`src/rtl/wb_reg_write_demux.sv`:
```
//------------------------------------------------------------------------------
// Module      : wb_reg_write_demux
// Description : Registered 1-to-32 register-file write-enable demux with a
//               one-cycle forwarding stage and saturating commit counter.
//               Define WB_XZR_SUPPRESS_EN to treat row 31 as XZR (no write).
// Revision    : 1.0 - initial release
//------------------------------------------------------------------------------
`default_nettype none

module wb_reg_write_demux #(
  parameter int DATA_WIDTH = 64
) (
  input  logic                  clk,
  input  logic                  reset_n,
  input  logic                  wr_en,
  input  logic [4:0]            wr_addr,
  input  logic [DATA_WIDTH-1:0] wr_data,
  input  logic                  stall,
  output logic [31:0]           reg_we,
  output logic [DATA_WIDTH-1:0] reg_wdata,
  output logic                  fwd_valid,
  output logic [4:0]            fwd_addr,
  output logic [DATA_WIDTH-1:0] fwd_data,
  output logic [15:0]           wr_count
);

  localparam logic [15:0] c_CNT_MAX = 16'hFFFF;

  logic                  w_accept;
  logic [3:0]            w_grp_sel;
  logic [7:0]            w_row_sel;
  logic [31:0]           w_dec;
  logic [4:0]            w_enc;

  logic [31:0]           r_reg_we;
  logic [DATA_WIDTH-1:0] r_reg_wdata;
  logic                  r_fwd_valid;
  logic [4:0]            r_fwd_addr;
  logic [DATA_WIDTH-1:0] r_fwd_data;
  logic [15:0]           r_wr_count;

`ifdef WB_XZR_SUPPRESS_EN
  assign w_accept = wr_en && (wr_addr != 5'd31);
`else
  assign w_accept = wr_en;
`endif

  // 2-to-4 group stage carries the accept gate; 3-to-8 row stage is shared
  always_comb begin
    w_grp_sel = 4'b0000;
    if (w_accept) w_grp_sel[wr_addr[4:3]] = 1'b1;
  end

  assign w_row_sel = 8'b0000_0001 << wr_addr[2:0];

  generate
    for (genvar g = 0; g < 4; g++) begin : g_grp
      assign w_dec[g*8 +: 8] = w_row_sel & {8{w_grp_sel[g]}};
    end
  endgenerate

  // reg_we is one-hot or zero, so OR-ing the indices of set bits encodes it
  always_comb begin
    w_enc = 5'd0;
    for (int i = 0; i < 32; i++) begin
      if (r_reg_we[i]) w_enc = w_enc | 5'(i);
    end
  end

  always_ff @(posedge clk or negedge reset_n) begin
    if (!reset_n) begin
      r_reg_we    <= '0;
      r_reg_wdata <= '0;
      r_fwd_valid <= 1'b0;
      r_fwd_addr  <= 5'd0;
      r_fwd_data  <= '0;
      r_wr_count  <= 16'd0;
    end else if (stall) begin
      r_reg_we <= '0;
    end else begin
      r_reg_we    <= w_dec;
      if (wr_en) r_reg_wdata <= wr_data;
      r_fwd_valid <= |r_reg_we;
      r_fwd_addr  <= w_enc;
      r_fwd_data  <= r_reg_wdata;
      if (w_accept && (r_wr_count != c_CNT_MAX)) r_wr_count <= r_wr_count + 16'd1;
    end
  end

  assign reg_we    = r_reg_we;
  assign reg_wdata = r_reg_wdata;
  assign fwd_valid = r_fwd_valid;
  assign fwd_addr  = r_fwd_addr;
  assign fwd_data  = r_fwd_data;
  assign wr_count  = r_wr_count;

endmodule

`default_nettype wire

```
`config.mk`:
```
export PLATFORM = sky130hd
export DESIGN_NAME = wb_reg_write_demux
export DESIGN_NICKNAME = d
export VERILOG_FILES = /design/src/rtl/wb_reg_write_demux.sv
export SDC_FILE = /design/constraint.sdc
export NUM_CORES = 1
export LEC_CHECK = 0
export CAP_MARGIN = 30
export CORE_UTILIZATION = 35
export DETAILED_ROUTE_END_ITERATION = 10
export PLACE_DENSITY_LB_ADDON = 0.05
export REMOVE_ABC_BUFFERS = 1
export SYNTH_ARGS = -nofsm -noshare
export SYNTH_HDL_FRONTEND = slang
export SYNTH_SLANG_ARGS = --single-unit
```
`constraint.sdc`:
```
create_clock -name clk -period 1.7 [get_ports clk]
set_input_delay 0.17 -clock clk [delete_from_list [all_inputs] [get_ports clk]]
set_output_delay 0.17 -clock clk [all_outputs]
set_load 0.02 [all_outputs]
```
==> results of run 1 <==
==> layout make-up <==
cell class | instances | area [um2] | share of cell area [%]
clock buffers | 18 | 439.2 | 4.167
clock inverters | 13 | 168.9 | 1.603
flip-flops and latches | 182 | 4556 | 43.22
well taps | 265 | 331.6 | 3.146
multi-input cells | 388 | 2246 | 21.31
repair buffers | 277 | 2784 | 26.41
inverters | 4 | 15.01 | 0.1425
==> per-layer routing <==
metal	track usage (%)	share of wire, %	vias to the layer above
met2	31.14	48	187
li1	-	-	2520
met1	25.17	45	2635
met4	7.414	1.5	0
met5	0	0	-
met3	4.038	6.1	17
==> cells by family after synthesis <==
group           Yosys count  share of synthesized area, %
buf+inv                  28                         1.649
compound gates           10                        0.8334
mux                      68                         11.09
simple gates            296                         18.64
xor+xnor                 13                         1.649
flops                   182                         65.95
fa+ha+maj                 1                        0.1812
==> cells in the final DEF (no fill, tap or decap), drive strengths merged <==
master	Yosys	final
mux2	68	68
xnor2	2	2
clkbuf	15	18
nor3	5	5
ha	1	1
clkdlybuf4s50	0	239
nor2b	2	2
nor2	38	38
or4b	1	1
dlymetal6s2s	0	9
nor3b	1	1
buf	9	24
xor2	11	11
a21oi	7	7
dlygate4sd2	0	4
dlygate4sd3	0	1
nand3	6	6
nand2	202	202
a211oi	3	3
inv	4	10
and4	3	3
nor4	19	19
or4	2	2
dfrtp	182	182
bufinv	0	3
nand4	7	7
or2b	1	1
nand3b	4	4
or3b	2	2
or3	2	2
clkinv	0	4
nor4b	1	1
==> sequential cells by signal (all words and copies together) (netlist names) <==
name and flops:
fwd_addr 5, fwd_data 64, fwd_valid 1, reg_wdata 64, reg_we 32, wr_count 16
==> worst max path at each step <==
stage                start           end  slack, ns  cells past startpoint
3_3_place_gp         wr_en    reg_we[27]      -0.07                      6
5_1_grt        wr_count[1]   wr_count[1]      0.002                      1
3_5_place_dp         wr_en    reg_we[13]      -0.14                      6
2_1_floorplan        stall  wr_count[12]      -2.09                      4
6_report        reg_we[15]    reg_we[15]       0.04                      1
4_1_cts        wr_count[0]   wr_count[0]      0.001                      1
==> report_power, final <==
part / internal (uW) / leakage [uW] / total [uW] / switching [uW]
combinational: 1450 / 0.00241 / 2910 / 1460
clock: 2380 / 0.000304 / 4080 / 1700
sequential: 4870 / 0.00231 / 5240 / 366
==> what timing repair did <==
action	in CTS	in global routing
gates resized for setup	4	10
setup endpoints to repair	4	10
hold endpoints to repair	182	0
hold buffers	1	0
==> through the flow <==
step	hold slack [ns]	TNS, ns	instance area, um2	std cells	power, uW
final	0.1508	0	10540	1147	12220
after global routing	0.1407	0	10540	1147	12820
after CTS	0.1360	0	10520	1147	12400
after detailed placement	0.04036	-1.985	9903	1115	8291
after global placement	0.03807	-0.9361	9903	1115	8231
after floorplan	-0.1256	-115.40	6807	574	6539
==> flow_metrics.env, run 1 <==
export IMPL_track_usage_pct=19.21
export IMPL_clock_path_buffers=2
export IMPL_dpl_hpwl_um=13450
export IMPL_std_cell_rows=51
export IMPL_rr_worst_depth=4
export IMPL_numCtsBuffers=17
export IMPL_htreeDepth=4
export IMPL_core_area_um2=19400
export IMPL_grt_max_degree=76
export IMPL_dp_slack_ns=-0.1425
export IMPL_slew_headroom_pct=65.13
export IMPL_p_leak_uw=0.005024
export IMPL_area_delta_synth_final_pct=52.64
export IMPL_yosysSeqAreaShare_pct=65.95
export IMPL_cp_start_kind="flip-flop"
export IMPL_min_period_ns=1.656
export IMPL_post_synth_top_count_cell="nand2_1"
export IMPL_cts_sinks=182
export IMPL_cp_arrival_ns=1.49
export IMPL_p_per_area_nw_per_um2=1160
export IMPL_drt_iter0_drc=174
export IMPL_utilization_pct=54.33
export IMPL_synth_top_cell_by_area="dfrtp_1"
export IMPL_cts_root_buffer="clkbuf_16"
export IMPL_max_freq_ghz=0.6039
export IMPL_grt_pass1_vias=5338
export IMPL_worstPathMaxFanout=4
export IMPL_drtPass1Iterations=5
export IMPL_path_class="reg2out"
export IMPL_antenna_found_initial=0
export IMPL_drive_above_1_share_pct=15.08
export IMPL_synth_area_leaders="dfrtp_1, mux2_2, nand2_1"
export IMPL_fin_crit_sh_pct=97.41
export IMPL_routedWlPerCell_um=16.65
export IMPL_totalWireLength_um=19090
export IMPL_path_cells="clkdlybuf4s50_1"
export IMPL_post_synth_top_area_fraction_pct=65.95
export IMPL_synth_cells=598
export IMPL_cp_top_family="buffers and inverters"
export IMPL_status="complete, no violations"
export IMPL_crit_slowest_cell="clkdlybuf4s50_1"
export IMPL_fp_dieW_um=142.5
export IMPL_viasPerCell=4.672
export IMPL_synth_top_flop_cell="dfrtp_1"
export IMPL_synth_edf_count=0
export IMPL_crit_buf_inv=1
export IMPL_min_from="stall"
export IMPL_rrSetupSlack_ns=0.09
export IMPL_num_nets_final=944
export IMPL_start_util_pct=35.60
export IMPL_timing_rr_start="reg_we[11]"
export IMPL_cts_setup_buffers=0
export IMPL_reg2reg_to="fwd_addr[3]"
export IMPL_async_reset_ff_share_pct=100.0
export IMPL_ant_nets=0
export IMPL_synth_cell_types=31
export IMPL_grt_setup_unrepaired="false"
export IMPL_min_to="fwd_data[36]"
export IMPL_cts_tree="built"
export IMPL_io_pins=255
export IMPL_insertion_delay_ns=0.42
export IMPL_final_hold_viol_count=0
export IMPL_worst_slew_pin_slew_ns=0.5183
export IMPL_die_area_um2=20290
export IMPL_setup_viol=0
export IMPL_port_buffers=254
export IMPL_final_fill_count=1739
export IMPL_drc=0
export IMPL_worstSetupEndpointType="output port"
export IMPL_whs_path_depth=2
export IMPL_num_vias=5359
export IMPL_grt_pass1_wl_um=29410
export IMPL_overflow=0
export IMPL_drv_cap=0
export IMPL_syn_area_per_cell_um2=11.55
export IMPL_worst_ep_required_time_ns=1.53
export IMPL_place_gp_congestion=0.8783
export IMPL_crit_path_max_incr_delay_ns=0.64
export IMPL_clock_skew_ns=0.01134
export IMPL_setup_ws_ns=0.04408
export IMPL_die_y_um=142.5
export IMPL_ys_warn_count=0
export IMPL_syn_area_um2=6905
export IMPL_diodes=0
export IMPL_yosys_register_bits=182
export IMPL_cts_reportedPaths_clkPinSlew_ns=0.07
export IMPL_min_path_type="in2reg"
export IMPL_slew_violations=0
export IMPL_synth_commonest_cells="nand2_1, dfrtp_1, mux2_2"
export IMPL_irDropWorstVdd_uv=697.9
Power figures use the tool's default switching activity.
==> run 2, diff against run 1 <==
--- a/config.mk
+++ b/config.mk
@@ -6,6 +6,7 @@
 export NUM_CORES = 1
 export LEC_CHECK = 0
 export CAP_MARGIN = 30
+export CORE_ASPECT_RATIO = 1.25
 export CORE_UTILIZATION = 35
 export DETAILED_ROUTE_END_ITERATION = 10
 export PLACE_DENSITY_LB_ADDON = 0.05
==> flow_metrics.env, run 2 (same netlist as run 1, synthesis figures left out) <==
export IMPL_status="complete, no violations"
export IMPL_clock_path_buffers=2
export IMPL_placed_area_um2=9953
export IMPL_timing_rr_start="wr_count[5]"
export IMPL_area_delta_synth_final_pct=53.47
export IMPL_min_from="stall"
export IMPL_totalWireLength_um=19100
export IMPL_ant_nets=0
export IMPL_insertion_delay_ns=0.42
export IMPL_final_fill_count=1704
export IMPL_whs_ns=0.1141
export IMPL_cts_reportedPaths_clkPinSlew_ns=0.07
export IMPL_grt_pass1_vias=5592
export IMPL_worst_ep_required_time_ns=1.53
export IMPL_rr_worst_depth=5
export IMPL_crit_path_max_incr_delay_ns=0.64
export IMPL_min_path_type="in2reg"
export IMPL_slew_violations=0
export IMPL_drc=0
export IMPL_drive_above_1_share_pct=15.96
export IMPL_num_vias=5328
export IMPL_track_usage_pct=19.51
export IMPL_overflow=0
export IMPL_path_class="reg2out"
export IMPL_dp_slack_ns=-0.05931
export IMPL_cts_tree="built"
export IMPL_start_util_pct=35.60
export IMPL_drt_iter0_drc=206
export IMPL_place_gp_congestion=0.7965
export IMPL_whs_path_depth=2
export IMPL_layout_common_cells="clkdlybuf4s50_1, nand2_1, dfrtp_1, mux2_2, nor2_1"
export IMPL_worstSetupEndpointType="output port"
export IMPL_worstPathMaxFanout=4
export IMPL_setup_ws_ns=0.06168
export IMPL_fp_dieW_um=127.6
export IMPL_cp_top_family="buffers and inverters"
export IMPL_htreeDepth=4
export IMPL_irDropWorstVdd_uv=680.2
export IMPL_die_y_um=159.0
export IMPL_numCtsBuffers=17
export IMPL_cts_root_buffer="clkbuf_16"
export IMPL_dpl_hpwl_um=13980
export IMPL_die_area_um2=20300
export IMPL_slew_headroom_pct=61.75
export IMPL_final_common_cell="clkdlybuf4s50_1"
export IMPL_crit_buf_inv=1
export IMPL_cp_start_kind="flip-flop"
export IMPL_rrSetupSlack_ns=0.09
export IMPL_num_nets_final=951
export IMPL_cts_sinks=182
export IMPL_p_per_area_nw_per_um2=1148
export IMPL_core_area_um2=19400
export IMPL_p_leak_uw=0.004998
export IMPL_drv_cap=0
export IMPL_clock_skew_ns=0.009009
export IMPL_grt_setup_unrepaired="false"
export IMPL_io_pins=255
export IMPL_reg2reg_to="wr_count[12]"
export IMPL_min_to="fwd_data[33]"
export IMPL_path_cells="clkdlybuf4s50_1"
export IMPL_worst_slew_pin_slew_ns=0.5738
export IMPL_viasPerCell=4.609
export IMPL_drtPass1Iterations=4
export IMPL_min_period_ns=1.638
export IMPL_fin_area_um2=10600
export IMPL_fin_crit_sh_pct=96.37
export IMPL_crit_slowest_cell="clkdlybuf4s50_1"
export IMPL_std_cell_rows=57
export IMPL_max_freq_ghz=0.6104
export IMPL_port_buffers=254
export IMPL_final_hold_viol_count=0
export IMPL_cp_arrival_ns=1.47
export IMPL_routedWlPerCell_um=16.52
export IMPL_grt_pass1_wl_um=30460
export IMPL_setup_viol=0
export IMPL_antenna_found_initial=1
export IMPL_grt_max_degree=57
==> run 2: changes by cell type in the layout (fill, tap and decap cells not counted), sizes merged <==
cell           previous run  this run
buf                      24        31
bufinv                    3         2
clkbuf                   18        19
clkdlybuf4s50           239       242
clkinv                    4         2
clkinvlp                  0         1
diode                     0         1
dlymetal6s2s              9         6
inv                      10        12
==> run 2: layout make-up <==
cell class / count / area [um2] / share of cell area [%]
Sequential cell: 182 / 4558 / 43.01
Timing Repair Buffer: 284 / 2841 / 26.81
Multi-Input combinational cell: 388 / 2246 / 21.19
Clock buffer: 19 / 442.9 / 4.179
Tap cell: 265 / 331.6 / 3.129
Clock inverter: 13 / 160.2 / 1.511
Inverter: 4 / 15.01 / 0.1417
Antenna cell: 1 / 2.502 / 0.02361
==> run 2: worst max path at each step <==
| stage | slack (ns) | depth (start not counted) | end | from |
|---|---|---|---|---|
| floorplan | -2.09 | 4 | wr_count[12] | stall |
| CTS | 0.004 | 2 | wr_count[11] | wr_count[11] |
| finish | 0.06 | 1 | wr_count[6] | wr_count[6] |
| global route | 0.004 | 4 | wr_count[12] | wr_count[8] |
| detailed placement | -0.06 | 5 | wr_count[12] | wr_en |
| global placement | -0.07 | 5 | wr_count[12] | wr_en |
==> run 2: metrics by stage <==
stage               total power [uW]  util, %  instances  setup TNS (ns)
floorplan                       6539        -        574         -115.40
global placement                8240    51.31       1120        -0.06782
detailed placement              8305    51.31       1120         -0.3461
CTS                            12350    54.44       1153               0
global route                   12710    54.62       1155               0
finish                         12170    54.63       1156               0
==> run 2: what timing repair did <==
item | 4_1_cts | 5_1_grt
resized for setup | 4 | 9
endpoints found under the setup margin | 4 | 8
endpoints found under the hold margin | 36 | 0
setup buffers | 0 | 2
hold buffers | 1 | 0
pin swaps | 0 | 2
==> run 2: power by group <==
| group | leakage (uW) | total [uW] | internal (uW) | switching [uW] |
|---|---|---|---|---|
| Combinational | 0.00239 | 2900 | 1450 | 1450 |
| Sequential | 0.00231 | 5260 | 4870 | 386 |
| Clock | 0.000294 | 4010 | 2260 | 1740 |
| Total | 0.00500 | 12200 | 8590 | 3580 |
==> run 2: per-layer routing <==
metal | vias to the layer above | GRT usage, % | part of all wire [%]
met5 | - | 0 | 0
met4 | 0 | 7.968 | 2.8
met3 | 30 | 4.469 | 5.8
met2 | 164 | 33.36 | 50
met1 | 2597 | 23.64 | 41
li1 | 2537 | - | -
